### config.mk
export PLATFORM = sky130hd
export DESIGN_NAME = fsqrt_issue_arbiter_flat
export DESIGN_NICKNAME = d
export VERILOG_FILES = /design/src/rtl/fsqrt_issue_arbiter_if.sv /design/src/rtl/fsqrt_issue_arbiter.sv /design/src/flat_wrapper.sv
export SDC_FILE = /design/constraint.sdc
export NUM_CORES = 1
export LEC_CHECK = 0
export ABC_AREA = 1
export CAP_MARGIN = 20
export CORE_AREA = 2 2 183 185
export DETAILED_ROUTE_END_ITERATION = 6
export DIE_AREA = 0 0 185 187
export PLACE_DENSITY = 0.8
export SYNTH_ARGS = -nofsm -noshare
export SYNTH_HDL_FRONTEND = slang
export SYNTH_SLANG_ARGS = --single-unit
### constraint.sdc
create_clock -name sys_clk -period 3.4 [get_ports sys_clk]
set_input_delay 0.51 -clock sys_clk [delete_from_list [all_inputs] [get_ports sys_clk]]
set_output_delay 0.51 -clock sys_clk [all_outputs]
set_load 0.005 [all_outputs]
### src/rtl/fsqrt_issue_arbiter_if.sv
// fsqrt_issue_arbiter_if: requester, response, fsqrt-unit and status signals of the fsqrt issue arbiter
interface fsqrt_issue_arbiter_if #(parameter int NREQ = 4);
  logic [NREQ-1:0] req_valid, req_ready, rsp_valid, rsp_ready;
  logic [32*NREQ-1:0] req_x, rsp_y;
  logic fsqrt_valid, fsqrt_out_valid, busy, err;
  logic [31:0] fsqrt_x, fsqrt_y;
  modport slave (
    input req_valid, req_x, rsp_ready, fsqrt_y, fsqrt_out_valid,
    output req_ready, rsp_valid, rsp_y, fsqrt_valid, fsqrt_x, busy, err
  );
  modport master (
    output req_valid, req_x, rsp_ready, fsqrt_y, fsqrt_out_valid,
    input req_ready, rsp_valid, rsp_y, fsqrt_valid, fsqrt_x, busy, err
  );
endinterface

### src/rtl/fsqrt_issue_arbiter.sv
// fsqrt_issue_arbiter: round-robin, credit-gated sharing of one pipelined fsqrt unit with per-requester response FIFOs
module fsqrt_issue_arbiter #(
  parameter int NREQ = 4,
  parameter int FSQRT_LAT = 3,
  parameter int RSP_DEPTH = 2
) (
  input logic sys_clk,
  input logic rst,
  fsqrt_issue_arbiter_if.slave bus
);
  localparam int IW = $clog2(NREQ);
  localparam int CW = $clog2(RSP_DEPTH + 1);
  localparam int PW = RSP_DEPTH > 1 ? $clog2(RSP_DEPTH) : 1;
  localparam int FW = $clog2(FSQRT_LAT + 2);
  logic [FW-1:0] flush_q, flush_d;
  logic [IW-1:0] ptr_q, ptr_d, gid, j, fid_q, tail_id;
  logic [NREQ-1:0] elig, gnt, pop, push, miss_v, rv;
  logic [32*NREQ-1:0] ry;
  logic found, fv_q, err_q, flushing, tail_v, push_any, miss, spur;
  logic [31:0] fx_q;
  logic [FSQRT_LAT-1:0] tv_q;
  logic [IW-1:0] tid_q [FSQRT_LAT];
  logic [CW-1:0] cnt_q [NREQ];
  logic [CW-1:0] occ_q [NREQ];
  logic [PW-1:0] rd_q [NREQ];
  logic [PW-1:0] wr_q [NREQ];
  logic [31:0] mem_q [NREQ][RSP_DEPTH];
  function automatic logic [PW-1:0] nxt(input logic [PW-1:0] p);
    return p == PW'(RSP_DEPTH - 1) ? '0 : p + 1'b1;
  endfunction
  assign flushing = flush_q != '0;
  // the issue register {fv_q,fid_q} is the tag's first stage; tv_q/tid_q then line the tail up with out_valid
  assign tail_v = tv_q[FSQRT_LAT-1];
  assign tail_id = tid_q[FSQRT_LAT-1];
  assign push_any = bus.fsqrt_out_valid & tail_v & !flushing;
  assign miss = tail_v & !bus.fsqrt_out_valid & !flushing;
  assign spur = bus.fsqrt_out_valid & !tail_v & !flushing;
  always_comb begin
    elig = '0;
    gnt = '0;
    gid = '0;
    j = '0;
    found = 1'b0;
    push = '0;
    miss_v = '0;
    pop = '0;
    rv = '0;
    ry = '0;
    for (int i = 0; i < NREQ; i++) begin
      elig[i] = bus.req_valid[i] && cnt_q[i] < CW'(RSP_DEPTH) && !flushing;
      push[i] = push_any && tail_id == IW'(i);
      miss_v[i] = miss && tail_id == IW'(i);
      rv[i] = occ_q[i] != '0;
      pop[i] = bus.rsp_ready[i] && rv[i];
      ry[32*i +: 32] = rv[i] ? mem_q[i][rd_q[i]] : '0;
    end
    for (int k = 0; k < NREQ; k++) begin
      j = IW'((int'(ptr_q) + k) % NREQ);
      if (!found && elig[j]) begin
        found = 1'b1;
        gnt[j] = 1'b1;
        gid = j;
      end
    end
    ptr_d = !found ? ptr_q : gid == IW'(NREQ - 1) ? '0 : gid + 1'b1;
    flush_d = flushing ? flush_q - 1'b1 : flush_q;
  end
  always_ff @(posedge sys_clk or negedge rst) begin
    if (!rst) begin
      flush_q <= FW'(FSQRT_LAT + 1);
      ptr_q <= '0;
      fv_q <= 1'b0;
      fid_q <= '0;
      fx_q <= '0;
      err_q <= 1'b0;
      tv_q <= '0;
      for (int k = 0; k < FSQRT_LAT; k++) tid_q[k] <= '0;
      for (int i = 0; i < NREQ; i++) begin
        cnt_q[i] <= '0;
        occ_q[i] <= '0;
        rd_q[i] <= '0;
        wr_q[i] <= '0;
      end
    end else begin
      flush_q <= flush_d;
      ptr_q <= ptr_d;
      fv_q <= found;
      fid_q <= gid;
      fx_q <= found ? bus.req_x[32*gid +: 32] : fx_q;
      err_q <= err_q | miss | spur;
      tv_q[0] <= fv_q;
      tid_q[0] <= fid_q;
      for (int k = 1; k < FSQRT_LAT; k++) begin
        tv_q[k] <= tv_q[k-1];
        tid_q[k] <= tid_q[k-1];
      end
      // a missing result returns its credit so the requester cannot lock up
      for (int i = 0; i < NREQ; i++) begin
        cnt_q[i] <= cnt_q[i] + CW'(gnt[i]) - CW'(pop[i]) - CW'(miss_v[i]);
        occ_q[i] <= occ_q[i] + CW'(push[i]) - CW'(pop[i]);
        wr_q[i] <= push[i] ? nxt(wr_q[i]) : wr_q[i];
        rd_q[i] <= pop[i] ? nxt(rd_q[i]) : rd_q[i];
      end
    end
  end
  always_ff @(posedge sys_clk)
    for (int i = 0; i < NREQ; i++)
      if (push[i]) mem_q[i][wr_q[i]] <= bus.fsqrt_y;
  assign bus.req_ready = gnt;
  assign bus.rsp_valid = rv;
  assign bus.rsp_y = ry;
  assign bus.fsqrt_valid = fv_q;
  assign bus.fsqrt_x = fx_q;
  assign bus.err = err_q;
  assign bus.busy = fv_q | (|tv_q) | (|rv);
endmodule

### src/flat_wrapper.sv
// flat-port wrapper written by rule: the top's interface ports become plain ports
module fsqrt_issue_arbiter_flat 
#(
  parameter int NREQ = 4,
  parameter int FSQRT_LAT = 3,
  parameter int RSP_DEPTH = 2
)
  (sys_clk, rst, bus_req_valid, bus_req_x, bus_rsp_ready, bus_fsqrt_y, bus_fsqrt_out_valid, bus_req_ready, bus_rsp_valid, bus_rsp_y, bus_fsqrt_valid, bus_fsqrt_x, bus_busy, bus_err);
  fsqrt_issue_arbiter_if #(.NREQ(NREQ)) bus_i ();
  input logic sys_clk;
  input logic rst;
  input wire logic [$bits(bus_i.req_valid)-1:0] bus_req_valid;
  input wire logic [$bits(bus_i.req_x)-1:0] bus_req_x;
  input wire logic [$bits(bus_i.rsp_ready)-1:0] bus_rsp_ready;
  input wire logic [$bits(bus_i.fsqrt_y)-1:0] bus_fsqrt_y;
  input wire logic [$bits(bus_i.fsqrt_out_valid)-1:0] bus_fsqrt_out_valid;
  output wire logic [$bits(bus_i.req_ready)-1:0] bus_req_ready;
  output wire logic [$bits(bus_i.rsp_valid)-1:0] bus_rsp_valid;
  output wire logic [$bits(bus_i.rsp_y)-1:0] bus_rsp_y;
  output wire logic [$bits(bus_i.fsqrt_valid)-1:0] bus_fsqrt_valid;
  output wire logic [$bits(bus_i.fsqrt_x)-1:0] bus_fsqrt_x;
  output wire logic [$bits(bus_i.busy)-1:0] bus_busy;
  output wire logic [$bits(bus_i.err)-1:0] bus_err;
  assign bus_i.req_valid = bus_req_valid;
  assign bus_i.req_x = bus_req_x;
  assign bus_i.rsp_ready = bus_rsp_ready;
  assign bus_i.fsqrt_y = bus_fsqrt_y;
  assign bus_i.fsqrt_out_valid = bus_fsqrt_out_valid;
  assign bus_req_ready = bus_i.req_ready;
  assign bus_rsp_valid = bus_i.rsp_valid;
  assign bus_rsp_y = bus_i.rsp_y;
  assign bus_fsqrt_valid = bus_i.fsqrt_valid;
  assign bus_fsqrt_x = bus_i.fsqrt_x;
  assign bus_busy = bus_i.busy;
  assign bus_err = bus_i.err;
  fsqrt_issue_arbiter #(.NREQ(NREQ), .FSQRT_LAT(FSQRT_LAT), .RSP_DEPTH(RSP_DEPTH)) u_core (.sys_clk(sys_clk), .rst(rst), .bus(bus_i));
endmodule
==> results of run 1 <==
## cells in the mapped netlist, drive strengths merged
library cell | count | area, um2
edfxtp | 256 | 7690
clkbuf | 41 | 154
dfstp | 1 | 26.3
inv | 166 | 623
xnor2 | 13 | 114
a21boi | 1 | 7.51
clkinv | 4 | 15.0
fa | 4 | 80.1
nor4 | 1 | 6.26
ha | 22 | 275
a21oi | 132 | 676
nand3 | 126 | 681
nand4 | 35 | 225
nor3 | 2 | 10.0
buf | 35 | 213
xor2 | 13 | 114
o21ai | 2 | 13.8
nand2 | 476 | 1800
o22ai | 1 | 6.26
dfrtp | 73 | 1830
o221ai | 4 | 35.0
o31ai | 1 | 7.51
a32oi | 4 | 35.0
nor2 | 24 | 114
## power by group
part	internal [mW]	switching, mW	total [mW]
logic	4.60	6.46	11.1
registers	5.31	0.381	5.69
clock network	2.26	1.50	3.77
total	12.2	8.34	20.5
## worst paths after layout
| path | start | end | cells past startpoint |
|---|---|---|---|
| worst max register to register | u_core.ptr_q[0] | u_core.bus.fsqrt_x[29] | 11 |
| worst min-delay path | rst | u_core.bus.fsqrt_x[6] | 1 |
| worst min register to register | u_core.tid_q[4] | u_core.tid_q[2] | 0 |
| min in group sys_clk | u_core.tid_q[4] | u_core.tid_q[2] | 0 |
| max in group asynchronous | rst | u_core.bus.fsqrt_x[22] | 1 |
| worst max-delay path | u_core.flush_q[0] | bus_req_ready[0] | 13 |
## critical path, cell delays in order (launching register included)
cell and delay (ps):
dfrtp_1 320, inv_1 70, ha_1 200, inv_1 90, nor2_4 50, buf_12 140, nand3_2 80, nand2_2 80
nand2_1 120, nand2_4 110, nor2_8 160, nand4_1 210, o221ai_1 360, dlygate4sd2_1 300
## kinds of logic (layout without fill, tap and decap cells)
family	after synthesis	after routing
buffers and inverters	246	618
AO/OA/AOI/OAI	145	145
adder cells (fa/ha/maj)	26	26
flip-flops	330	330
XOR/XNOR	26	26
AND/OR/NAND/NOR	664	664
## routing by layer
layer | GRT usage [%] | vias up | part of all wire [%]
met5 | 0 | - | 0
met1 | 27.9 | 5452 | 36
met2 | 42.2 | 659 | 50
met3 | 5.92 | 98 | 10
li1 | - | 5451 | -
met4 | 9.04 | 0 | 3.6
## repair_timing
item | in CTS | in global routing
hold endpoints to repair | 0 | 0
resized for setup | 7 | 3
hold buffers | 0 | 0
buffers inserted | 0 | 4
endpoints found under the setup margin | 4 | 11
pin swaps | 0 | 3
## flip-flops by register name (all words and copies together), names as in the netlist
name                    count
u_core.ptr_q                2
u_core.rd_q                 4
u_core.bus.fsqrt_x         32
u_core.flush_q              3
u_core.wr_q                 4
u_core.occ_q                8
u_core.fid_q                2
u_core.tail_id              2
u_core.mem_q              256
u_core.tv_q                 3
u_core.bus.fsqrt_valid      1
u_core.bus.err              1
u_core.cnt_q                8
u_core.tid_q                4
## layout make-up
type / count / area, um2
clock buffers: 52 / 992
clock inverters: 12 / 154
fillers: 2635 / 12800
inverters: 170 / 642
multi-input cells: 861 / 4310
flip-flops and latches: 330 / 9540
well taps: 448 / 561
repair buffers: 384 / 3840
==> reports/results.tsv, run 1 <==
stage	metric	value	unit
floorplan	die_area	34600	um2
yosys	synthAdderAreaFrac	2.41	%
global_routing	track_usage	23.9	%
global_routing	grt_pass1_wl	63.9	mm
place	dpl-instance-area	18800	um2
layout	final_cell_count_no_fill	2257	
power_and_ir_drop	max-vdd-ir-drop	785	uV
floorplan	core	32900	um2
yosys	synth_xor_area_share	1.54	%
yosys	synth_warnings	0	
yosys	ys_seq_elements	330	
worst_setup_path	crit_path_end_kind	primary output	
routing	vias	11660	
sta	tightest_slew	1050	ps
place	placedCellCount	2189	
floorplan	start_util	44.9	%
worst_setup_path	r2r_slack	510	ps
yosys	synth_top_family_by_area	simple AND/OR/NAND/NOR gates	
floorplan	rows	67	
layout	postLayoutCoreUtil	61.0	%
layout	fin_nets	1979	
power_and_ir_drop	total_power	20.5	mW
yosys	synth-compound-area-share	5.29	%
worst_hold_path	hold_class	in -> async	
sta	setup_ws	102	ps
global_routing	grt_pass1_vias	11675	
clock_network	cts_made_buffers	35	
clock_network	clkTransAtPathRegs	60	ps
clock_network	clk_path_buf_depth	3	
outcome	status	completed	
yosys	synth_seq_area_share	64.7	%
clock_network	insertion_delay	520	ps
floorplan	die_h	187	um
sta	finalSetupViolations	0	
place	preCtsSetupSlack	129	ps
sta	setup_tns	0	ps
sta	fin_crit_sh	97.0	%
routing	drcViolationCount	0	
worst_setup_path	worst-setup-path-type	reg -> out	
worst_setup_path	worst_setup_path_start_kind	register	
yosys	synth_cells	1437	
layout	design_area	20000	um2
sta	fin_crit	3300	ps
routing	drtIter0Drc	829	
clock_network	htreeDepth	2	
layout	area_growth	35.9	%
routing	wl	41.7	mm
sta	finalMaxSlewViolations	0	
sta	fmax	0.303	GHz
routing	via_per_inst	5.17	
floorplan	pin_count	342	
sta	slew_headroom	30.2	%
sta	timing.hold.ws	139	ps
yosys	synth_fp_nets	1634	
sta	hold_viol_final	0	
yosys	yosys.area_share.simple	19.3	%
worst_setup_path	path_max_fanout	13	
layout	drive_gt1_share	7.35	%
clock_network	root_buffer	clkbuf_16	
power_and_ir_drop	power_per_cell_area	1020	nW/um2
place	portBuffers	341	
routing	post_drt_wl_per_cell	18.5	um
clock_network	cts.sinks	330	
layout	n_antenna_cell	0	
global_routing	antenna_found_initial	0	
global_routing	grt_max_degree	75	
clock_network	cts_tree	yes	
power_and_ir_drop	p_leak	8.31	nW
place	routabilityCongestion	0.943	
layout	layout_commonest_cell	nand2_1	
yosys	synth.avg_cell_area	10.3	um2
yosys	synthMuxAreaShare	0	%
worst_setup_path	cp_data_required_time	2890	ps
sta	rsz0062_at_grt	true	
yosys	syn_area	14700	um2
global_routing	gr-total-overflow	0	
layout	mostFrequentLayoutCells	470 x nand2_1, 336 x clkdlybuf4s50_1, 256 x edfxtp_1, 165 x inv_1, 130 x a21oi_1	
place	hpwl	28.1	mm
worst_setup_path	critPathArrivalTime	2790	ps
sta	fin_skew	27.4	ps
routing	firstDrtPassIters	7	
routing	ant_nets	0	
job	cap_violations	0	
floorplan	chipWidth	185	um
yosys	synth_cell_types	37	
No activity file was read; power rests on OpenSTA's default activity.
==> inputs of run 2 (changes only) <==
- CTS_CLUSTER_DIAMETER: not set -> 150
==> results of run 2 <==
Same layout as run 1: the final DEF is identical, and so are final timing and power.
==> inputs of run 3 (changes only) <==
- SLEW_MARGIN: not set -> 20
==> results of run 3 <==
Same layout as run 1: the final DEF is identical, and so are final timing and power.
